## config.mk

```make
export PLATFORM = sky130hd
export DESIGN_NAME = biquad_cascade_flat
export DESIGN_NICKNAME = d
export VERILOG_FILES = /design/src/rtl/biquad_pkg.sv /design/src/rtl/biquad_cascade_if.sv /design/src/rtl/biquad_mac.sv /design/src/rtl/biquad_cascade.sv /design/src/flat_wrapper.sv
export SDC_FILE = /design/constraint.sdc
export NUM_CORES = 2
export LEC_CHECK = 0
export CAP_MARGIN = 20
export CORE_UTILIZATION = 29
export DETAILED_ROUTE_END_ITERATION = 10
export PLACE_DENSITY = 0.45
export RECOVER_POWER = 25
export SLEW_MARGIN = 30
export SYNTH_ARGS = -nofsm -noshare
export SYNTH_HDL_FRONTEND = slang
export SYNTH_SLANG_ARGS = --single-unit
```

## constraint.sdc

```tcl
create_clock -name i_clk -period 26.2 [get_ports i_clk]
set_input_delay 5.24 -clock i_clk [delete_from_list [all_inputs] [get_ports i_clk]]
set_output_delay 5.24 -clock i_clk [all_outputs]
set_load 0.03 [all_outputs]
```

## src/rtl/biquad_pkg.sv

```systemverilog
// Shared types and helpers for the cascaded Direct Form I biquad equaliser.
package biquad_pkg;

  localparam int DEF_DATA_W    = 24;
  localparam int DEF_COEF_W    = 18;
  localparam int DEF_COEF_FRAC = 14;
  localparam int DEF_N_BANDS   = 3;
  localparam int DEF_BAND_AW   = 4;
  localparam int N_TAPS        = 5;
  localparam int COEF_ONE      = 1 << DEF_COEF_FRAC;

  typedef enum logic [2:0] {
    B0 = 3'd0,
    B1 = 3'd1,
    B2 = 3'd2,
    A1 = 3'd3,
    A2 = 3'd4
  } coef_idx_e;

  typedef enum logic [1:0] {
    S_IDLE = 2'd0,
    S_MAC  = 2'd1,
    S_OUT  = 2'd2
  } state_e;

  function automatic longint coef_one(input int frac);
    return longint'(1) << frac;
  endfunction

  // Round half-up by adding half an LSB before the arithmetic shift, then clip.
  function automatic logic signed [63:0] round_sat(input logic signed [63:0] acc,
                                                   input int frac,
                                                   input int out_w,
                                                   output logic sat);
    logic signed [63:0] r;
    logic signed [63:0] hi;
    logic signed [63:0] lo;
    r   = (acc + (64'sd1 <<< (frac - 1))) >>> frac;
    hi  = (64'sd1 <<< (out_w - 1)) - 64'sd1;
    lo  = -(64'sd1 <<< (out_w - 1));
    sat = 1'b0;
    if (r > hi) begin
      r   = hi;
      sat = 1'b1;
    end else if (r < lo) begin
      r   = lo;
      sat = 1'b1;
    end
    return r;
  endfunction

endpackage

```

## src/rtl/biquad_cascade_if.sv

```systemverilog
// Sample stream and coefficient port of biquad_cascade.
// Optional i_bypass appears when BIQUAD_CASCADE_BYPASS_EN is defined.
interface biquad_cascade_if
  import biquad_pkg::*;
#(
  parameter int DATA_W  = DEF_DATA_W,
  parameter int COEF_W  = DEF_COEF_W,
  parameter int BAND_AW = DEF_BAND_AW
`ifdef BIQUAD_CASCADE_BYPASS_EN
  , parameter int N_BANDS = DEF_N_BANDS
`endif
);

  logic                      i_valid;
  logic                      o_ready;
  logic signed [DATA_W-1:0]  i_data;
  logic                      o_valid;
  logic signed [DATA_W-1:0]  o_data;
  logic                      i_coef_we;
  logic [BAND_AW-1:0]        i_coef_band;
  logic [2:0]                i_coef_idx;
  logic signed [COEF_W-1:0]  i_coef;
  logic                      i_coef_commit;
  logic                      o_sat;
`ifdef BIQUAD_CASCADE_BYPASS_EN
  logic [N_BANDS-1:0]        i_bypass;
`endif

  modport master (
    output i_valid, i_data, i_coef_we, i_coef_band, i_coef_idx, i_coef, i_coef_commit,
`ifdef BIQUAD_CASCADE_BYPASS_EN
    output i_bypass,
`endif
    input  o_ready, o_valid, o_data, o_sat
  );

  modport slave (
    input  i_valid, i_data, i_coef_we, i_coef_band, i_coef_idx, i_coef, i_coef_commit,
`ifdef BIQUAD_CASCADE_BYPASS_EN
    input  i_bypass,
`endif
    output o_ready, o_valid, o_data, o_sat
  );

endinterface

```

## src/rtl/biquad_mac.sv

```systemverilog
// Combinational multiply-accumulate step shared by every band, with the
// round/shift/saturate view of the updated accumulator.
module biquad_mac
  import biquad_pkg::*;
#(
  parameter int DATA_W    = DEF_DATA_W,
  parameter int COEF_W    = DEF_COEF_W,
  parameter int COEF_FRAC = DEF_COEF_FRAC,
  parameter int ACC_W     = DEF_DATA_W + DEF_COEF_W + 3
) (
  input  logic signed [ACC_W-1:0]  i_acc,
  input  logic signed [DATA_W-1:0] i_x,
  input  logic signed [COEF_W-1:0] i_coef,
  input  logic                     i_sub,
  output logic signed [ACC_W-1:0]  o_acc,
  output logic signed [DATA_W-1:0] o_y,
  output logic                     o_sat
);

  localparam int PROD_W = DATA_W + COEF_W;

  logic signed [PROD_W-1:0] prod;
  logic signed [ACC_W-1:0]  term;
  logic signed [63:0]       y_wide;

  always_comb begin
    prod   = PROD_W'(i_x) * PROD_W'(i_coef);
    term   = ACC_W'(prod);
    o_acc  = i_sub ? (i_acc - term) : (i_acc + term);
    y_wide = round_sat(64'(o_acc), COEF_FRAC, DATA_W, o_sat);
    o_y    = DATA_W'(y_wide);
  end

endmodule

```

## src/rtl/biquad_cascade.sv

```systemverilog
// N-band cascaded Direct Form I biquad equaliser on one time-shared multiplier,
// with double-buffered coefficients. Define BIQUAD_CASCADE_BYPASS_EN for per-band bypass.
module biquad_cascade
  import biquad_pkg::*;
#(
  parameter int DATA_W    = DEF_DATA_W,
  parameter int COEF_W    = DEF_COEF_W,
  parameter int COEF_FRAC = DEF_COEF_FRAC,
  parameter int N_BANDS   = DEF_N_BANDS,
  parameter int BAND_AW   = DEF_BAND_AW
) (
  input logic              i_clk,
  input logic              i_rst_n,
  biquad_cascade_if.slave  bus
);

  localparam int ACC_W  = DATA_W + COEF_W + 3;
  localparam int BIDX_W = (N_BANDS > 1) ? $clog2(N_BANDS) : 1;
  localparam logic signed [COEF_W-1:0] COEF_UNITY = COEF_W'(coef_one(COEF_FRAC));

  typedef logic signed [DATA_W-1:0] sample_t;
  typedef logic signed [COEF_W-1:0] coef_t;

  state_e                   state_q, state_d;
  logic [BIDX_W-1:0]        band_q, band_d;
  coef_idx_e                idx_q, idx_d;
  logic signed [ACC_W-1:0]  acc_q, acc_d;
  sample_t                  xin_q, xin_d;
  sample_t                  data_q, data_d;
  logic                     valid_q, valid_d;
  logic                     sat_q, sat_d;
  logic                     pend_q, pend_d;

  coef_t   act_q [N_BANDS][N_TAPS];
  coef_t   act_d [N_BANDS][N_TAPS];
  coef_t   shd_q [N_BANDS][N_TAPS];
  coef_t   shd_d [N_BANDS][N_TAPS];
  sample_t x1_q [N_BANDS];
  sample_t x1_d [N_BANDS];
  sample_t x2_q [N_BANDS];
  sample_t x2_d [N_BANDS];
  sample_t y1_q [N_BANDS];
  sample_t y1_d [N_BANDS];
  sample_t y2_q [N_BANDS];
  sample_t y2_d [N_BANDS];

  logic [N_BANDS-1:0] run_mask;
`ifdef BIQUAD_CASCADE_BYPASS_EN
  logic [N_BANDS-1:0] byp_q, byp_d;
`endif

  logic                    coef_wr_ok;
  logic                    first_found, next_found;
  logic [BIDX_W-1:0]       first_band, next_band;
  sample_t                 mac_x, mac_y;
  coef_t                   mac_c;
  logic                    mac_sub, mac_sat;
  logic signed [ACC_W-1:0] mac_acc;

  assign coef_wr_ok = bus.i_coef_we && (bus.i_coef_idx <= 3'(A2))
                      && (int'(bus.i_coef_band) < N_BANDS);

  // Lowest running band overall, and lowest running band above the current one.
  always_comb begin
`ifdef BIQUAD_CASCADE_BYPASS_EN
    run_mask = (state_q == S_IDLE) ? ~bus.i_bypass : ~byp_q;
`else
    run_mask = '1;
`endif
    first_found = 1'b0;
    first_band  = '0;
    next_found  = 1'b0;
    next_band   = '0;
    for (int i = N_BANDS - 1; i >= 0; i--) begin
      if (run_mask[i]) begin
        first_found = 1'b1;
        first_band  = BIDX_W'(i);
        if (i > int'(band_q)) begin
          next_found = 1'b1;
          next_band  = BIDX_W'(i);
        end
      end
    end
  end

  always_comb begin
    mac_c   = act_q[band_q][idx_q];
    mac_sub = (idx_q == A1) || (idx_q == A2);
    case (idx_q)
      B0:      mac_x = xin_q;
      B1:      mac_x = x1_q[band_q];
      B2:      mac_x = x2_q[band_q];
      A1:      mac_x = y1_q[band_q];
      default: mac_x = y2_q[band_q];
    endcase
  end

  biquad_mac #(
    .DATA_W    (DATA_W),
    .COEF_W    (COEF_W),
    .COEF_FRAC (COEF_FRAC),
    .ACC_W     (ACC_W)
  ) u_mac (
    .i_acc  (acc_q),
    .i_x    (mac_x),
    .i_coef (mac_c),
    .i_sub  (mac_sub),
    .o_acc  (mac_acc),
    .o_y    (mac_y),
    .o_sat  (mac_sat)
  );

  always_comb begin
    // NOTE: every variable gets a default first so no path can infer a latch.
    state_d = state_q;
    band_d  = band_q;
    idx_d   = idx_q;
    acc_d   = acc_q;
    xin_d   = xin_q;
    data_d  = data_q;
    valid_d = 1'b0;
    sat_d   = sat_q;
    pend_d  = pend_q | bus.i_coef_commit;
    shd_d   = shd_q;
    act_d   = act_q;
    x1_d    = x1_q;
    x2_d    = x2_q;
    y1_d    = y1_q;
    y2_d    = y2_q;
`ifdef BIQUAD_CASCADE_BYPASS_EN
    byp_d   = byp_q;
`endif

    if (coef_wr_ok) begin
      shd_d[bus.i_coef_band[BIDX_W-1:0]][bus.i_coef_idx] = bus.i_coef;
    end

    case (state_q)
      S_IDLE: begin
        // Copy from shd_d so a write landing with the commit is included.
        if (pend_d) begin
          act_d  = shd_d;
          pend_d = 1'b0;
        end
        if (bus.i_valid) begin
          xin_d = bus.i_data;
          acc_d = '0;
          idx_d = B0;
`ifdef BIQUAD_CASCADE_BYPASS_EN
          byp_d = bus.i_bypass;
`endif
          if (first_found) begin
            band_d  = first_band;
            state_d = S_MAC;
          end else begin
            data_d  = bus.i_data;
            valid_d = 1'b1;
            state_d = S_OUT;
          end
        end
      end

      S_MAC: begin
        acc_d = mac_acc;
        idx_d = coef_idx_e'(idx_q + 3'd1);
        if (idx_q == A2) begin
          acc_d          = '0;
          idx_d          = B0;
          x2_d[band_q]   = x1_q[band_q];
          x1_d[band_q]   = xin_q;
          y2_d[band_q]   = y1_q[band_q];
          y1_d[band_q]   = mac_y;
          xin_d          = mac_y;
          sat_d          = sat_q | mac_sat;
          if (next_found) begin
            band_d = next_band;
          end else begin
            data_d  = mac_y;
            valid_d = 1'b1;
            state_d = S_OUT;
          end
        end
      end

      S_OUT:   state_d = S_IDLE;
      default: state_d = S_IDLE;
    endcase
  end

  always_ff @(posedge i_clk) begin
    if (!i_rst_n) begin
      state_q <= S_IDLE;
      band_q  <= '0;
      idx_q   <= B0;
      acc_q   <= '0;
      xin_q   <= '0;
      data_q  <= '0;
      valid_q <= 1'b0;
      sat_q   <= 1'b0;
      pend_q  <= 1'b0;
`ifdef BIQUAD_CASCADE_BYPASS_EN
      byp_q   <= '0;
`endif
      // NOTE: coefficient banks and history are plain registers and are reset on
      // purpose, so reset restores a clean passthrough filter with no ringing.
      for (int b = 0; b < N_BANDS; b++) begin
        x1_q[b] <= '0;
        x2_q[b] <= '0;
        y1_q[b] <= '0;
        y2_q[b] <= '0;
        for (int k = 0; k < N_TAPS; k++) begin
          act_q[b][k] <= (k == 0) ? COEF_UNITY : '0;
          shd_q[b][k] <= (k == 0) ? COEF_UNITY : '0;
        end
      end
    end else begin
      // NOTE: state updates use non-blocking assignment so every flop samples
      // the values from before this edge.
      state_q <= state_d;
      band_q  <= band_d;
      idx_q   <= idx_d;
      acc_q   <= acc_d;
      xin_q   <= xin_d;
      data_q  <= data_d;
      valid_q <= valid_d;
      sat_q   <= sat_d;
      pend_q  <= pend_d;
`ifdef BIQUAD_CASCADE_BYPASS_EN
      byp_q   <= byp_d;
`endif
      act_q   <= act_d;
      shd_q   <= shd_d;
      x1_q    <= x1_d;
      x2_q    <= x2_d;
      y1_q    <= y1_d;
      y2_q    <= y2_d;
    end
  end

  assign bus.o_ready = (state_q == S_IDLE);
  assign bus.o_valid = valid_q;
  assign bus.o_data  = data_q;
  assign bus.o_sat   = sat_q;

endmodule

```

## src/flat_wrapper.sv

```systemverilog
// flat-port wrapper written by rule: the top's interface ports become plain ports
module biquad_cascade_flat import biquad_pkg::*;
#(
  parameter int DATA_W    = DEF_DATA_W,
  parameter int COEF_W    = DEF_COEF_W,
  parameter int COEF_FRAC = DEF_COEF_FRAC,
  parameter int N_BANDS   = DEF_N_BANDS,
  parameter int BAND_AW   = DEF_BAND_AW
)
  (i_clk, i_rst_n, bus_i_valid, bus_i_data, bus_i_coef_we, bus_i_coef_band, bus_i_coef_idx, bus_i_coef, bus_i_coef_commit, bus_o_ready, bus_o_valid, bus_o_data, bus_o_sat);
  biquad_cascade_if #(.DATA_W(DATA_W), .COEF_W(COEF_W), .BAND_AW(BAND_AW)) bus_i ();
  input logic i_clk;
  input logic i_rst_n;
  input wire logic [$bits(bus_i.i_valid)-1:0] bus_i_valid;
  input wire logic [$bits(bus_i.i_data)-1:0] bus_i_data;
  input wire logic [$bits(bus_i.i_coef_we)-1:0] bus_i_coef_we;
  input wire logic [$bits(bus_i.i_coef_band)-1:0] bus_i_coef_band;
  input wire logic [$bits(bus_i.i_coef_idx)-1:0] bus_i_coef_idx;
  input wire logic [$bits(bus_i.i_coef)-1:0] bus_i_coef;
  input wire logic [$bits(bus_i.i_coef_commit)-1:0] bus_i_coef_commit;
  output wire logic [$bits(bus_i.o_ready)-1:0] bus_o_ready;
  output wire logic [$bits(bus_i.o_valid)-1:0] bus_o_valid;
  output wire logic [$bits(bus_i.o_data)-1:0] bus_o_data;
  output wire logic [$bits(bus_i.o_sat)-1:0] bus_o_sat;
  assign bus_i.i_valid = bus_i_valid;
  assign bus_i.i_data = bus_i_data;
  assign bus_i.i_coef_we = bus_i_coef_we;
  assign bus_i.i_coef_band = bus_i_coef_band;
  assign bus_i.i_coef_idx = bus_i_coef_idx;
  assign bus_i.i_coef = bus_i_coef;
  assign bus_i.i_coef_commit = bus_i_coef_commit;
  assign bus_o_ready = bus_i.o_ready;
  assign bus_o_valid = bus_i.o_valid;
  assign bus_o_data = bus_i.o_data;
  assign bus_o_sat = bus_i.o_sat;
  biquad_cascade #(.DATA_W(DATA_W), .COEF_W(COEF_W), .COEF_FRAC(COEF_FRAC), .N_BANDS(N_BANDS), .BAND_AW(BAND_AW)) u_core (.i_clk(i_clk), .i_rst_n(i_rst_n), .bus(bus_i));
endmodule
```

==> impl_results.md <==
* Post-route DRC at 0
* Initial antenna violation count at 5
* Actual slew at the worst max-slew pin at 8810 ps
* Max cap viols at 7
* Die width at 449 um
* Routing usage on met3 at 0.0163
* CP dominant cell by count: clkbuf_1
* Post-Route WL at 185000 um
* Yosys warns at 0
* Ys async rst share at 0
* Area grow syn2layout at 11.2%
* Detail Route Antenna Nets at 0
* Port bufs at 80
* Critical path's slowest cell: clkbuf_1
* Layout cell share with drive strength beyond 1 at 0.0647
* Worst slack, placed at 10520 ps
* PwrDens at around 97 nW/um^2
* Reg2reg start: u_core.idx_q[1]$_SDFFE_PN0P_
* Status: complete, but fails checks
* VDD IR max at 0.000124 V
* Final nets at between 7000 and 8000
* Initial core utilization at 0.293
* Hold Vio Cnt, Final at 0
* GPL Wtd Cong at approximately 0.87
* CTS tree: done
* Met2 global-route usage at 0.299
* Worst hold-check path type: register to register
* Tot GR Track Use at 0.180
* TritonRoute pass-1 iters at 5
* Mapped Cells at approximately 6700
* R2R Path End: u_core.xin_q[7]$_SDFFE_PN0P_
* Tcrit/Tclk final at 0.684
* First-pass GRT wire length at around 290000 um
* CP max stage delay at 4890 ps
* Critical path buffers and inverters at 6
* Clock skew at 29.0 ps
* Number of synthesized flops with an enable pin at 0
* Post CTS Setup Buffer Count at 0
* Post-CTS Resized at 0
* Crit path from: i_rst_n
* WP data arrival at 18450 ps
* LEAKAGE at 25.0 nW
* Sequential area share after synthesis at 0.321
* Initial DRC Count at just under 3000
* Post-CTS Hold Buffers at 0
* Setup TNS at 0 ps
* Gr ovfl total at 0
* Crit path capture type: register
* Reg2reg path depth at 47
* Routed WL per cell at 20.0 um
* Placed inst area at around 61000 sq um
* Crit Path Max Fanout at 144
* CP cell instances: buf_2 -> clkbuf_1 -> clkinvlp_2 -> clkbuf_1 -> clkbuf_1 -> buf_4 -> nor3_1
* Max Root-Sink Buffers at 3
* Total CTS buffers at 95
* RSZ-0062 raised after global routing: false
* Finished Cell Area at 64500 sq um
* Hold Crit Start: u_core.x1_q[31]$_SDFFE_PN0P_
* Critical path start-end classification: primary input to register
* Reg clk slew, reported paths at roughly 60 ps
* Die area at 202000 sq um
* Max-slew violation count at 667
* Vias in the first global route at between 40000 and 50000
* Worst-Skew Late Latency at 720 ps
* Cell family with most CP delay: buffers and inverters
* CTS root buf: clkbuf_16
* Failing checks: max-capacitance violations, max-slew violations
* H-tree depth at 3
* Syn_area_per_cell at 8.62 sq um
* Vias at ~46000
* Setup violations, final at 0
* DPL Wire Length at 125000 um
* Die H at around 450 um
* Top_reg_cell synth: dfxtp_1
* Largest net degree at the start of global routing at about 200
* Most Used Layer, Global Route: met2
* Met1 GRT Util at 0.252
* Num rows at 163
* Worst setup SP type: primary input
* Syn nets at ~7400
* Worst Hold Path EP: u_core.x1_q[31]$_SDFFE_PN0P_
* Synth Register Bits at 931
* Core area at 198000 sq um
* F_max at about 0.056 GHz
* Fin worst setup slack at roughly 8300 ps
* IO Pins at 81
* Yosys cell types at 90
* Max_slew headroom at -4.87
* FILL cells at 20700
* R2R Setup Slk at between 10000 and 15000 ps
* Hold Path Depth at 2
* Sink Count at 931
* Vias/cell at 4.98
* Final Critical Period at 17910 ps
* Req. time, crit path at 26750 ps
* Cell Area, Synth at 58000 sq um
==> cell usage after synthesis (10+ instances only) <==
master / n / area (sq um)
o21ai_0: 116 / 581
o31ai_1: 12 / 90.1
mux2i_1: 460 / 4600
or3_1: 23 / 144
a221o_1: 26 / 260
o21a_1: 10 / 75.1
o21ai_1: 10 / 50.1
a31oi_1: 17 / 106
nand3_1: 58 / 290
a311oi_1: 17 / 149
a211oi_2: 63 / 788
o221ai_1: 14 / 123
o211ai_1: 52 / 390
o21bai_1: 12 / 90.1
a211oi_1: 380 / 2850
a22oi_1: 59 / 443
mux4_2: 10 / 225
buf_1: 32 / 120
nor3b_1: 10 / 75.1
nand2_1: 816 / 3060
nand2b_1: 26 / 163
a21o_1: 25 / 188
nor3_1: 68 / 340
clkbuf_1: 448 / 1680
and4_1: 12 / 105
xnor2_1: 80 / 701
and3_1: 25 / 156
nor2_1: 1099 / 4130
ha_1: 155 / 1940
inv_1: 504 / 1890
o22ai_1: 105 / 657
xor2_1: 47 / 412
a21oi_4: 15 / 244
mux2_2: 19 / 214
a21oi_1: 276 / 1380
dfxtp_1: 931 / 18600
and2_1: 41 / 257
o22a_1: 25 / 219
buf_2: 20 / 100
nor2b_1: 39 / 244
fa_1: 427 / 8550
nand4_1: 25 / 156
==> kinds of logic (layout without fill, tap and decap cells) <==
kind of cell,after synthesis,after routing,share of synthesized area
AND/OR/NAND/NOR,2287,2287,0.163
XOR/XNOR,128,128,0.0196
other,0,2,0
adder cells (fa/ha/maj),582,582,0.181
multiplexers,489,489,0.0869
buffers and inverters,1013,871,0.0669
AO/OA/AOI/OAI,1307,1307,0.161
flip-flops,931,931,0.321
==> placed cells by master (no fill, tap or decap), types with 18 or more instances in the layout <==
cell type        netlist  layout
a211oi_1             380     380
nor2b_1               39      35
a211oi_2              63      63
ha_1                 155     155
buf_4                  2      92
clkbuf_16              0      96
mux2i_1              460     460
o21ai_0              116     115
mux2_2                19      19
o211ai_1              52      52
a21oi_1              276     270
o22a_1                25      25
and3_1                25      21
dlygate4sd3_1          0      21
nand3_1               58      54
nand2b_1              26      26
xnor2_1               80      79
a21o_1                25      25
nand4_1               25      25
a22oi_1               59      53
and2_1                41      40
nand2_1              816     816
clkbuf_1             448      30
nor2_1              1099    1098
o22ai_1              105     105
clkdlybuf4s50_1        0      58
fa_1                 427     427
xor2_1                47      47
clkbuf_8               0      24
a221o_1               26      26
nor3_1                68      64
inv_1                504     503
dfxtp_1              931     929
or3_1                 23      21
clkinv_2               0      18
==> power breakdown <==
group | switching [mW] | leakage (nW) | total (mW) | internal, mW
Clock | 0.620 | 1.62 | 1.44 | 0.820
Combinational | 2.21 | 15.8 | 3.29 | 1.07
Sequential | 0.0409 | 7.56 | 1.52 | 1.48
==> area by class of cell <==
class | count | area, sq um | area share
clock inverter | 33 | 453 | 0.00702
multi-input combinational | 4793 | 35700 | 0.554
antenna | 2 | 5.00 | 0.0000775
inverter | 506 | 1900 | 0.0294
tap | 2640 | 3300 | 0.0512
timing repair buffer | 187 | 1670 | 0.0259
clock buffer | 145 | 2830 | 0.0438
sequential | 931 | 18600 | 0.289
==> metal layers <==
metal | wire (um) | share of wire
met1 | 88300 | 0.48
met2 | 87200 | 0.47
met3 | 5540 | 0.030
met4 | 3980 | 0.021
met5 | 11 | 0.000059
==> per-stage QoR <==
step | hold WS [ps] | cells | total power, mW | utilization
floorplan | 431 | 6737 | 3.96 | -
global placement | 441 | 9051 | 4.83 | 0.309
detailed placement | 446 | 9055 | 4.85 | 0.309
CTS | 454 | 9233 | 6.31 | 0.326
global route | 467 | 9236 | 6.67 | 0.326
finish | 454 | 9237 | 6.24 | 0.326
==> worst reg2reg max path, delay by kind of cell, from the launching register on <==
| family | cells | cell delay (ps) |
|---|---|---|
| DFF | 1 | 300 |
| adders and majority gates | 9 | 4300 |
| xor gates and xnor gates | 1 | 150 |
| buffers and inverters | 9 | 2800 |
| muxes | 1 | 160 |
| AOI/OAI and AO/OA | 15 | 4320 |
| and+or+nand+nor | 12 | 3650 |
==> flip-flops by register name, indices dropped and copies added (netlist names) <==
name and cells:
u_core.xin_q 24, u_core.shd_q 270, u_core.idx_q 3, u_core.acc_q 45, u_core.act_q 270, u_core.bus.o_valid 1
u_core.y2_q 72, u_core.band_q 2, u_core.state_q 2, u_core.y1_q 72, u_core.bus.o_data 24, u_core.bus.o_sat 1
u_core.x2_q 72, u_core.x1_q 72, u_core.pend_q 1
==> worst max-delay path by stage <==
stage,endpoint,slack (ps),depth (start not counted)
2_1_floorplan,u_core.bus.o_data[13]$_SDFFE_PN0P_,12880,53
6_report,u_core.y2_q[31]$_SDFFE_PN0P_,8290,7
4_1_cts,u_core.xin_q[7]$_SDFFE_PN0P_,10470,47
5_1_grt,u_core.y2_q[34]$_SDFFE_PN0P_,7290,7
3_5_place_dp,u_core.xin_q[7]$_SDFFE_PN0P_,10520,47
3_3_place_gp,u_core.xin_q[9]$_SDFFE_PN0P_,10820,46
No activity file was read; power rests on OpenSTA's default activity.
